[config.mk]
export PLATFORM = sky130hd
export DESIGN_NAME = hilo_mult_unit
export DESIGN_NICKNAME = d
export VERILOG_FILES = /design/src/rtl/hilo_mult_unit.sv
export SDC_FILE = /design/constraint.sdc
export NUM_CORES = 1
export LEC_CHECK = 0
export CAP_MARGIN = 20
export CELL_PAD_IN_SITES_DETAIL_PLACEMENT = 1
export CELL_PAD_IN_SITES_GLOBAL_PLACEMENT = 1
export CORE_MARGIN = 3
export CORE_UTILIZATION = 31
export CTS_BUF_LIST = sky130_fd_sc_hd__clkbuf_16
export CTS_CLUSTER_SIZE = 10
export DETAILED_ROUTE_END_ITERATION = 8
export GPL_TIMING_DRIVEN = 0
export PLACE_DENSITY = 0.65
export SETUP_SLACK_MARGIN = 0.2
export SYNTH_ARGS = -nofsm -noshare
export SYNTH_HDL_FRONTEND = slang
export SYNTH_SLANG_ARGS = --single-unit
[constraint.sdc]
create_clock -name Clk -period 28.2 [get_ports Clk]
set_input_delay 4.23 -clock Clk [delete_from_list [all_inputs] [get_ports Clk]]
set_output_delay 4.23 -clock Clk [all_outputs]
set_load 0.005 [all_outputs]
[src/rtl/hilo_mult_unit.sv]
// HI/LO multiply/accumulate unit: radix-2 shift-add multiplier (WIDTH cycles)
// owning the architectural HI/LO registers and the MUL result register.
module hilo_mult_unit #(
    parameter int WIDTH = 32
) (
    input  logic             Clk,
    input  logic             Rst,
    input  logic             Start,
    input  logic             Flush,
    input  logic [5:0]       ALUcnt,
    input  logic [WIDTH-1:0] A,
    input  logic [WIDTH-1:0] B,
    output logic             Busy,
    output logic             Done,
    output logic [WIDTH-1:0] MulResult,
    output logic [WIDTH-1:0] HiLoOut,
    output logic [WIDTH-1:0] Hi,
    output logic [WIDTH-1:0] Lo
);

    localparam logic [5:0] OP_MUL   = 6'b000010;
    localparam logic [5:0] OP_MULTU = 6'b000011;
    localparam logic [5:0] OP_MADD  = 6'b000100;
    localparam logic [5:0] OP_MSUB  = 6'b000101;
    localparam logic [5:0] OP_MULT  = 6'b011000;
    localparam logic [5:0] OP_MTHI  = 6'b010100;
    localparam logic [5:0] OP_MTLO  = 6'b010101;
    localparam logic [5:0] OP_MFHI  = 6'b010110;
    localparam logic [5:0] OP_MFLO  = 6'b010111;

    localparam int CW = $clog2(WIDTH);
    localparam logic [CW-1:0] LAST_COUNT = CW'(WIDTH - 1);

    typedef enum logic [1:0] {
        ST_IDLE = 2'b00,
        ST_RUN  = 2'b01,
        ST_DONE = 2'b10
    } state_t;

    state_t             r_state;
    logic [5:0]         r_op;
    logic [2*WIDTH-1:0] r_mcand;
    logic [WIDTH-1:0]   r_mplier;
    logic               r_neg;
    logic [2*WIDTH-1:0] r_prod;
    logic [CW-1:0]      r_count;
    logic [WIDTH-1:0]   r_hi;
    logic [WIDTH-1:0]   r_lo;
    logic [WIDTH-1:0]   r_mulres;
    logic               r_busy;
    logic               r_done;

    logic               w_accept;
    logic               w_is_mult;
    logic               w_is_signed;
    logic [WIDTH-1:0]   w_abs_a;
    logic [WIDTH-1:0]   w_abs_b;
    logic [2*WIDTH-1:0] w_prod_next;
    logic [2*WIDTH-1:0] w_final;

    // Operation decode, operand magnitudes and the next partial product
    always_comb begin
        w_is_mult   = 1'b0;
        w_is_signed = 1'b0;
        case (ALUcnt)
            OP_MUL, OP_MADD, OP_MSUB, OP_MULT: begin
                w_is_mult   = 1'b1;
                w_is_signed = 1'b1;
            end
            OP_MULTU: begin
                w_is_mult   = 1'b1;
                w_is_signed = 1'b0;
            end
            default: begin
                w_is_mult   = 1'b0;
                w_is_signed = 1'b0;
            end
        endcase
        // Start is only honoured outside RUN, and Flush always suppresses it.
        w_accept = Start & ~Flush & (r_state != ST_RUN);
        // Negating the most negative value yields its unsigned magnitude.
        w_abs_a = (w_is_signed && A[WIDTH-1]) ? -A : A;
        w_abs_b = (w_is_signed && B[WIDTH-1]) ? -B : B;
        w_prod_next = r_prod + (r_mplier[0] ? r_mcand : {(2*WIDTH){1'b0}});
        w_final     = r_neg ? -w_prod_next : w_prod_next;
    end

    // Combinational HI/LO read port for MFHI/MFLO
    always_comb begin
        case (ALUcnt)
            OP_MFHI: HiLoOut = r_hi;
            OP_MFLO: HiLoOut = r_lo;
            default: HiLoOut = {WIDTH{1'b0}};
        endcase
    end

    // Control FSM, shift-add datapath and architectural register writes
    always_ff @(posedge Clk or posedge Rst) begin
        if (Rst) begin
            r_state  <= ST_IDLE;
            r_op     <= 6'b000000;
            r_mcand  <= {(2*WIDTH){1'b0}};
            r_mplier <= {WIDTH{1'b0}};
            r_neg    <= 1'b0;
            r_prod   <= {(2*WIDTH){1'b0}};
            r_count  <= {CW{1'b0}};
            r_hi     <= {WIDTH{1'b0}};
            r_lo     <= {WIDTH{1'b0}};
            r_mulres <= {WIDTH{1'b0}};
            r_busy   <= 1'b0;
            r_done   <= 1'b0;
        end else begin
            case (r_state)
                ST_RUN: begin
                    if (Flush) begin
                        r_state <= ST_IDLE;
                        r_busy  <= 1'b0;
                        r_done  <= 1'b0;
                    end else begin
                        r_prod   <= w_prod_next;
                        r_mcand  <= r_mcand << 1;
                        r_mplier <= r_mplier >> 1;
                        r_count  <= r_count + {{(CW-1){1'b0}}, 1'b1};
                        if (r_count == LAST_COUNT) begin
                            r_state <= ST_DONE;
                            r_busy  <= 1'b0;
                            r_done  <= 1'b1;
                            case (r_op)
                                OP_MULT, OP_MULTU: {r_hi, r_lo} <= w_final;
                                OP_MADD:           {r_hi, r_lo} <= {r_hi, r_lo} + w_final;
                                OP_MSUB:           {r_hi, r_lo} <= {r_hi, r_lo} - w_final;
                                OP_MUL:            r_mulres     <= w_final[WIDTH-1:0];
                                default:           r_mulres     <= r_mulres;
                            endcase
                        end else begin
                            r_state <= ST_RUN;
                        end
                    end
                end
                default: begin
                    r_done  <= 1'b0;
                    r_state <= ST_IDLE;
                    r_busy  <= 1'b0;
                    if (w_accept) begin
                        if (w_is_mult) begin
                            r_op     <= ALUcnt;
                            r_mcand  <= {{WIDTH{1'b0}}, w_abs_a};
                            r_mplier <= w_abs_b;
                            r_neg    <= w_is_signed & (A[WIDTH-1] ^ B[WIDTH-1]);
                            r_prod   <= {(2*WIDTH){1'b0}};
                            r_count  <= {CW{1'b0}};
                            r_state  <= ST_RUN;
                            r_busy   <= 1'b1;
                        end else begin
                            case (ALUcnt)
                                OP_MTHI: r_hi <= A;
                                OP_MTLO: r_lo <= A;
                                default: r_lo <= r_lo;
                            endcase
                        end
                    end else begin
                        r_op <= r_op;
                    end
                end
            endcase
        end
    end

    assign Busy      = r_busy;
    assign Done      = r_done;
    assign MulResult = r_mulres;
    assign Hi        = r_hi;
    assign Lo        = r_lo;

endmodule
# Word-level counts from Yosys, hierarchy flattened
# Cells that the tools add are included.
[totals]
ff_bits = 272
in_bits = 74
elab_cells = 111
[op_classes]
add_sub_neg = 7
n_eq_ne = 22
n_mux = 50
n_bitwise = 6
reduce_logical = 14
[ops]
columns = ["operator", "count"]
rows = [
  ["2-to-1 mux 64 bit", 10],
  ["2-to-1 mux 32 bit", 18],
  ["case mux 32 bit (3 select lines)", 2],
  ["adder 64 bit", 2],
  ["negation 32 bit", 2],
  ["negation 64 bit", 1],
  ["case mux 32 bit (2 select lines)", 1],
  ["subtractor 64 bit", 1],
  ["equality test 6 x 5 -> 1 bit, second input constant", 6],
  ["equality test 6 x 2 -> 1 bit, second input constant", 4],
  ["equality test 6 x 3 -> 1 bit, second input constant", 4],
  ["2-to-1 mux 5 bit", 4],
  ["2-to-1 mux 1 bit", 12],
  ["AND reduction 6 bit", 2],
  ["nonzero test 2 bit", 4],
  ["2-to-1 mux 2 bit", 3],
  ["AND reduction 3 bit", 2],
  ["adder 5 x 1 -> 5 bit, second input constant", 1],
  ["equality test 5 bit, second input constant", 1],
  ["OR reduction 5 bit", 1],
  ["inequality test 2 x 1 -> 1 bit, second input constant", 2],
  ["inequality test 2 bit, second input constant", 2],
  ["inequality test 4 x 1 -> 1 bit, second input constant", 1],
  ["AND reduction 4 bit", 1],
  ["other kinds (8)", 12],
]

# Longest topological paths before layout
# Gate-level depths: netlist (run 1).
[logic_depth]
ltp_word = 9
ltp_mapped = 37
mapped_depth_nobuf = 33

# Least setup slack after synthesis (run 1)
# No wires, ideal clock.
[synth_timing]
kind = "input -> output"
from = "input port ALUcnt[0]"
to = "output port HiLoOut[0]"
t_arrival_ns = 5.300
t_required_ns = 23.970
slack_ns = 18.670
stages = 4
path_cell_list = "clkbuf_1 clkbuf_1 mux2i_1 nor2_1"
[synth_via]
elab_chain_cells = 2
word_cells_on_any_way = 3
[synth_lines]
columns = ["item", "line", "source"]
rows = [
  ["start, declared", "10", "input logic [5:0] ALUcnt,"],
  ["equality test 6 x 5 -> 1 bit", "90", "case (ALUcnt)"],
  ["case mux 32 bit (2 select lines) *", "90", ""],
  ["end, declared", "16", "output logic [WIDTH-1:0] HiLoOut,"],
]
# Mark *: on every way between the ends. The rest lies on a longest branch, timed or not.

# Final worst setup path (run 1)
[layout_timing]
from = "input port ALUcnt[5]"
to = "output port HiLoOut[21]"
# The elaborated chain is that of the path after synthesis.

==> results of run 1 <==
## worst max-delay path, delay by kind of cell
kind / cells / cell delay, ns
and+or+nand+nor: 3 / 0.91
buffers and inverters: 4 / 1.67
## final cells by class
class,instances,area (um2)
clock inverter,31,262.8
timing repair buffer,211,2118
sequential,272,6807
inverter,162,615.6
tap,1144,1431
antenna,4,10.01
multi-input combinational,2953,18630
buffer,202,768.2
fill,10590,53770
clock buffer,40,1001
## state kept, by name, summed over array words and instances (netlist names)
signal,cells
r_count,5
r_state,2
r_mcand,64
Busy,1
r_mplier,32
Done,1
r_neg,1
r_prod,64
MulResult,32
Lo,32
Hi,32
r_op,6
## per-stage QoR
| stage | cells | instance area (um2) | hold WS [ns] | util [%] |
|---|---|---|---|---|
| final | 5019 | 31650 | 0.4804 | 37.05 |
| after global routing | 5016 | 31640 | 0.5027 | 37.04 |
| after CTS | 5013 | 31620 | 0.4825 | 37.02 |
| after detailed placement | 4942 | 30360 | 0.4723 | 35.54 |
| after global placement | 4933 | 30250 | 0.4608 | 35.41 |
| after floorplan | 3589 | 26810 | 0.4497 | - |
## cells by family (layout without fill, tap and decap cells)
logic type,after synthesis,in the layout,share of synthesized area (%)
fa+ha+maj,211,211,9.930
compound gates,1183,1183,27.42
xor+xnor,239,239,7.890
buf+inv,364,646,5.133
flops,272,272,25.38
mux,45,45,1.708
simple gates,1275,1275,22.53
other cells,0,4,0
## layout by cell type, fill, tap and decap left out, types with 30 or more instances in the layout
cell / synthesis / final
sky130_fd_sc_hd__xor2_1: 99 / 99
sky130_fd_sc_hd__a21o_1: 51 / 51
sky130_fd_sc_hd__dfrtp_1: 272 / 272
sky130_fd_sc_hd__xnor2_1: 138 / 138
sky130_fd_sc_hd__nor4_1: 32 / 32
sky130_fd_sc_hd__inv_1: 157 / 164
sky130_fd_sc_hd__and2_1: 86 / 86
sky130_fd_sc_hd__ha_1: 208 / 208
sky130_fd_sc_hd__clkbuf_16: 0 / 40
sky130_fd_sc_hd__nor2_1: 328 / 328
sky130_fd_sc_hd__o21bai_1: 30 / 30
sky130_fd_sc_hd__nand3_1: 85 / 85
sky130_fd_sc_hd__a21oi_1: 328 / 328
sky130_fd_sc_hd__o31ai_1: 54 / 54
sky130_fd_sc_hd__a31oi_1: 44 / 44
sky130_fd_sc_hd__nor3_1: 60 / 60
sky130_fd_sc_hd__mux2i_1: 39 / 39
sky130_fd_sc_hd__clkbuf_1: 182 / 182
sky130_fd_sc_hd__nand2_1: 463 / 463
sky130_fd_sc_hd__o21ai_0: 350 / 350
sky130_fd_sc_hd__a211oi_1: 47 / 47
sky130_fd_sc_hd__nand4_1: 41 / 41
sky130_fd_sc_hd__clkdlybuf4s50_1: 0 / 200
## layer usage
layer / track usage (%) / share of wire (%) / vias up
met3: 3.841 / 6.5 / 237
met5: 0 / 0.0059 / -
met2: 46.77 / 45 / 1069
met4: 11.78 / 4.5 / 2
met1: 39.27 / 44 / 14652
li1: - / - / 13358
## worst max path at each step
stage | start | slack [ns] | depth (start not counted) | end
2_1_floorplan | Rst | 16.47 | 1 | Busy$_DFFE_PP0P_
3_3_place_gp | Rst | 11.93 | 2 | Hi[6]$_DFFE_PP0P_
3_5_place_dp | ALUcnt[5] | 17.20 | 7 | HiLoOut[21]
4_1_cts | ALUcnt[5] | 17.17 | 7 | HiLoOut[21]
5_1_grt | r_mplier[0]$_DFFE_PP0P_ | 16.72 | 32 | Hi[29]$_DFFE_PP0P_
6_report | ALUcnt[5] | 17.14 | 7 | HiLoOut[21]
## where the power goes
group	total, W	internal [W]	switching [W]
combinational	0.00215	0.000725	0.00142
sequential	0.000617	0.000464	0.000152
clock	0.000508	0.000295	0.000214
total	0.00327	0.00148	0.00179
==> impl.org, run 1 <==
** Synth
- After synthesis, the share of flip-flops with an asynchronous set or reset is 100.0%.
- Synthesis inferred between 200 and 300 register bits.
- After synthesis the cells add up to between 20,000 and 30,000 um2.
- Top cells by count, synth :: 463 x sky130_fd_sc_hd__nand2_1, 350 x sky130_fd_sc_hd__o21ai_0, 328 x sky130_fd_sc_hd__a21oi_1, 328 x sky130_fd_sc_hd__nor2_1, 272 x sky130_fd_sc_hd__dfrtp_1
- Area share of the largest cell type after synthesis :: 25.38%
- Dominant cell type by area after synthesis :: sky130_fd_sc_hd__dfrtp_1
- In the synthesized netlist, the number of instances is ~3.6k.
- Portion of the post-synthesis area used by sequential elements :: 25.38%
- Total nets after synthesis :: 3,874
- sky130_fd_sc_hd__nand2_1 is the most common cell in the netlist.
- Counting distinct cell types in the post-synthesis netlist gives between 100 and 150.
- A synthesized cell averages 7.471 um2.
- The synthesized design contains 0 enable-type register cells.
- Cells taking the most area after synthesis :: sky130_fd_sc_hd__dfrtp_1 25%, sky130_fd_sc_hd__ha_1 9.7%, sky130_fd_sc_hd__o21ai_0 6.5%
- The most used flip-flop cell after synthesis is sky130_fd_sc_hd__dfrtp_1.
- The Yosys step of the flow raised 0 warnings.

** Setup path
- Among all stages on the critical path, the largest delay is contributed by sky130_fd_sc_hd__clkdlybuf4s50_1.
- Critical setup path kind :: in -> out
- Worst-path maximum fanout :: 10
- Most common cell type on the critical path :: sky130_fd_sc_hd__clkdlybuf4s50_1
- Nature of the critical path endpoint :: output port
- Crit path arrival time :: roughly 6.8 ns
- In this design, the stage delay of the slowest critical-path cell is 0.61 ns.
- STA puts the critical path data required time at 23.97 ns.
- Length in cells of the worst reg-to-reg path :: 31
- STA classifies the critical path startpoint as an input port.
- Setup slack on the worst reg-to-reg path comes out at approximately 17 ns.
- In this run the critical register-to-register path is launched from r_mplier[0]$_DFFE_PP0P_.
- Destination of the worst register-to-register timing path :: Hi[29]$_DFFE_PP0P_
- The signal on the critical path passes through clkdlybuf4s50_1 -> nand4bb_1 -> inv_1 -> nand2_1 -> clkbuf_1 -> nor2_1 -> clkdlybuf4s50_1.

** Outcome
- The run finished with clean final reports.

** Min path
- The min-delay analysis places its worst path in the category reg -> reg.
- The worst hold path begins at MulResult[27]$_DFFE_PP0P_.
- Endpoint, Worst Hold :: MulResult[27]$_DFFE_PP0P_
- Worst hold stages :: 2

** STA
- Time the worst path needs with I/O delays and setup :: 11.06 ns
- Sum of negative setup slack :: 0 ns
- Setup repair after global routing left no endpoint under its margin.
- Setup violations remaining at the end of the flow were counted as 0.
- Final setup skew :: approximately 0.035 ns
- Headroom to the max-slew limit came out at 16.01%.
- Fmax achieved :: 90.41 MHz
- Across all setup checks in the final design, the least slack found is 17.14 ns.
- Share of the clock period used by the worst path after layout :: 39.22%
- The number of hold violations in the final report came to 0.
- The number of pins exceeding their max-slew limit in the final report came to 0.
- For the pin with the worst max-slew slack, the measured transition is 1.260 ns.

** CTS
- Hold bufs inserted after CTS :: 0
- Clock latency of the later-clocked register in the worst-skew pair :: 0.59 ns
- In this run the deepest clock path goes through 3 buffers.
- Number of CTS-inserted buffers :: 40
- Clock tree from TritonCTS :: yes
- Master cell of the clock root buffer :: sky130_fd_sc_hd__clkbuf_16
- Buffers added to address setup during post-CTS repair amount to 0.
- Clock transition at path regs :: 0.05 ns
- The number of gates resized after CTS was 0.
- CTS H-tree depth :: 2
- Total clock sinks :: between 200 and 300

** Die
- The core region is 85,410 um2.
- I/O pin count :: 204
- Initial cell density of the core :: 31.39%
- In this run the vertical extent of the chip is 300.1 um.
- DIE AREA :: around 90,000 um2
- The floorplan step set the die width to 300.1 um.
- Row Count :: 107

** Pwr
- Dividing total power by cell area gives a power density of 103.4 nW/um2.
- Static leakage :: 13.62 nW
- Tot Pwr :: 0.003273 W
- IR analysis of the VDD net gives a maximum drop of ~44 uV.

** Place
- Post-DP HPWL :: roughly 110,000 um
- IO Port Bufs :: 200
- The congestion estimate from routability-driven global placement came to roughly 1.
- Before CTS, the worst setup slack after placement is 17.20 ns.

** Global routing
- Pin count of the biggest net entering global routing :: 93
- The first global-routing pass estimated slightly below 200,000 um of wire.
- Global Route Usage Sum :: 29.04%
- The total overflow left after global routing is 0.
- Via count of the first global-routing pass :: roughly 29k
- The number of antenna violations at the first check in global routing is 4.

** Drt
- Wire length after detailed routing :: 135,200 um
- The detail route stage leaves a number of antenna-violating nets equal to 0.
- For this block, the initial DRC count from the detailed router was 2,331.
- Drc violations :: 0
- In the final routed layout, each cell accounts on average for 26.95 um.
- Using the TritonRoute via totals, the vias-per-cell ratio works out to around 5.8.
- Summing over every cut layer, the via total after detailed routing is 29.32k.
- Pre-antenna DRT Iters :: 5

** Finish
- At the end of the flow, the number of nets in the layout was between 4k and 5k.
- Cells with a size suffix above 1 make up a little under 3% of the layout.
- The area growth from synthesis to layout is 18.02%.

** Run
- Max-cap violations in this run came to 0.
(Power assumes the default switching activity.)
==> inputs of run 2 (changes only) <==
PLACE_DENSITY = 0.68   (was 0.65)
clock period = 10.09 ns   (was 28.2 ns; I/O delays follow)
==> impl.org, run 2 (synthesis gave the netlist of run 1 again) <==
** Outcome
- Status :: finished, final reports clean

** Die
- Vertical die dimension :: 300.1 um
- Once the floorplan was initialized, standard cells occupied between 30% and 40% of the core.
- Placeable Area :: 85,410 um2
- Row generation in the floorplan step produced between 100 and 150 rows.
- Measured along the x axis, the die boundary spans 300.1 um.
- The die covers 90,060 um2.
- I/O pin count :: ~200

** Place
- At the end of routability-driven placement, the weighted congestion stood at between 1 and 1.5.
- Detailed placement ended at an HPWL of roughly 110,000 um.
- Buffers placed on the I/O ports in this run total 200.
- OpenSTA, run right after detailed placement, puts the worst setup slack at -0.7663 ns.

** Pwr
- Power per cell area :: 285.0 nW/um2
- Summed over all cells, the static leakage comes to 13.63 nW.
- Tot Pwr :: 0.009049 W
- Max rail drop VDD :: approximately 140 uV

** Finish
- Commonest non-fill, non-tap cells in the layout :: 463 x sky130_fd_sc_hd__nand2_1, 347 x sky130_fd_sc_hd__o21ai_0, 328 x sky130_fd_sc_hd__nor2_1
- In the final layout, the registers with the most flip-flops are r_mcand x64, r_prod x64.
- After filler insertion, the fill cell instance count of the layout stands at ~11k.
- Area of the multi-input gates :: between 15,000 and 20,000 um2
- Register area :: 6807 um2
- Of the cells placed in the final design, the portion with a size suffix greater than 1 is 3.982%.
- The library cell used most frequently in the layout, excluding fill and tap cells, is sky130_fd_sc_hd__nand2_1.
- Layout-stage area growth over the synthesis result :: 18.43%
- The final layout contains ~4.1k nets.

** Global routing
- Antenna violations before repair :: 7
- Pin count of the biggest net entering global routing :: around 110
- The via count of the first global-routing pass is 28.91k.
- Overflow left after global routing :: 0
- Global Route Usage Sum :: 28.85%
- Global-route wire length before repair :: 195,400 um

** Drt
- Via-per-instance ratio :: 5.860
- Wire length after detailed routing :: between 100,000 and 150,000 um
- The detailed router used layers up to and including met5.
- The count of nets left with antenna violations once routing finished came out at 0.
- Routed length on met1 :: 57,670 um
- Drc violations :: 0
- Dividing the detail-routed wire length by the instance count gives 26.77 um.
- Vias after detailed routing :: 29.38k
- Met2 layer wire length in the routed design :: 58,330 um
- After the first detailed-routing iteration, the DRC count stood at 2,763.
- Pre-antenna DRT Iters :: 6
- Met3 Wirelength :: 11,230 um

** Setup path
- Worst-path maximum fanout :: 10
- Destination of the worst register-to-register timing path :: Hi[30]$_DFFE_PP0P_
- Nature of the critical path endpoint :: flip-flop
- Length in cells of the worst reg-to-reg path :: 32
- At the worst endpoint, the arrival time is approximately 10 ns.
- Data on the critical path is required at its endpoint by 10.58 ns.
- Grouping stages by cell kind, the critical path spends the most delay in compound AO/OA/AOI/OAI gates.
- In this run the critical register-to-register path is launched from r_mplier[0]$_DFFE_PP0P_.
- Counting both buffers and inverters, the worst setup path holds a total of 4.
- The setup check on the worst reg-to-reg path leaves a slack of 0.53 ns.
- Highest-delay cell along the critical path :: sky130_fd_sc_hd__a2111oi_2
- The critical path is of the reg -> reg type.
- STA classifies the critical path startpoint as a flip-flop.
- Biggest cell delay along the critical path :: approximately 0.58 ns

** CTS
- Total clock sinks :: 272
- In this run, CTS created clock tree buffers numbering 37.
- In this run the clock root is driven by a sky130_fd_sc_hd__clkbuf_16.
- Clock transition at path regs :: 0.07 ns
- The longest clock path from root to sink contains 3 buffers.
- CTS H-tree depth :: 2
- Hold bufs inserted after CTS :: 0
- Clock tree from TritonCTS :: yes
- Clock latency on the worst-skew pair, taken at its later pin, is 0.59 ns.

** STA
- Headroom to the max-slew limit came out at 16.14%.
- Between clock sinks in the finished design, the worst skew comes to 0.03113 ns.
- Total setup violations reported at the end of the flow :: 0
- Share of the clock period used by the worst path after layout :: 94.73%
- Sum of negative setup slack :: 0 ns
- Setup slack on the critical path of the routed design comes to 0.5317 ns.
- The number of hold violations in the final report was 0.
- Setup repair after global routing missed its margin :: true
- The number of pins exceeding their max-slew limit in the final report was 0.
- The worst path needs 9.558 ns of the cycle, external delays included.
- Slew at the pin closest to its max-slew limit :: 1.258 ns
- Fmax achieved :: approximately 100 MHz

** Min path
- Class of the tightest hold or removal check :: reg -> reg
- The startpoint identified for the worst hold timing path is r_mplier[6]$_DFFE_PP0P_.
- Endpoint, Worst Hold :: r_mplier[6]$_DFFE_PP0P_
- Counting instances, the worst hold path has a depth of 2.

** Run
- Max-cap violation count :: 0
-- run 2: cell count changes in the layout (fill, tap and decap cells not counted), sizes merged --
cell	previous run	this run
clkinv	16	11
inv	171	168
bufinv	4	1
diode	4	3
buf	31	40
clkbuf	222	220
-- run 2: how the worst max path moves through the flow --
stage	depth (start not counted)	start	endpoint
floorplan	1	Rst	Busy$_DFFE_PP0P_
global placement	2	Rst	Lo[9]$_DFFE_PP0P_
detailed placement	31	r_mplier[0]$_DFFE_PP0P_	Hi[30]$_DFFE_PP0P_
CTS	33	r_mplier[0]$_DFFE_PP0P_	Hi[30]$_DFFE_PP0P_
global route	32	r_mplier[0]$_DFFE_PP0P_	Hi[30]$_DFFE_PP0P_
finish	32	r_mplier[0]$_DFFE_PP0P_	Hi[30]$_DFFE_PP0P_
-- run 2: routing by layer --
layer  track usage (%)  vias to the layer above
li1                  -                    13362
met2             44.95                     1221
met5            0.4329                        -
met3             4.744                      269
met1             39.26                    14522
met4             12.62                       10
-- run 2: report_power, final --
group / total, W / leakage (nW) / internal (W) / switching, W
Clock: 0.00127 / 0.555 / 0.000703 / 0.000569
Sequential: 0.00174 / 3.59 / 0.00130 / 0.000439
Combinational: 0.00604 / 9.49 / 0.00207 / 0.00397
-- run 2: worst register-to-register path: cells and delay by family (launching register included) --
kind	cells	cell delay [ns]
xor gates and xnor gates	2	0.76
adders and majority gates	2	0.74
DFF	1	0.38
buffers and inverters	4	1.09
and+or+nand+nor	8	1.75
muxes	1	0.29
AOI/OAI and AO/OA	15	4.44
-- run 2: area by class of cell --
cell class | instances | share of cell area [%]
antenna | 3 | 0.02364
buffer | 202 | 2.439
clock buffer | 38 | 2.994
clock inverter | 20 | 0.4177
inverter | 162 | 1.939
multi-input combinational | 2953 | 59.35
sequential | 272 | 21.43
tap | 1144 | 4.507
timing repair buffer | 220 | 6.899
-- run 2: repair_timing --
| action | in CTS | in global routing |
|---|---|---|
| buffers inserted | 0 | 9 |
| pin swaps | 0 | 6 |
| gates resized for setup | 14 | 28 |
| endpoints found under the setup margin | 14 | 13 |
| cloned | 0 | 0 |
-- run 2: per-stage QoR --
stage          cell area (um2)  std cells  util, %  hold slack [ns]
4_1_cts                  31520       5000    36.90           0.4840
6_report                 31760       5014    37.18           0.4816
5_1_grt                  31750       5012    37.17           0.5130
3_3_place_gp             30250       4933    35.41           0.4631
2_1_floorplan            26810       3589        -           0.4497
3_5_place_dp             30360       4942    35.55           0.4715
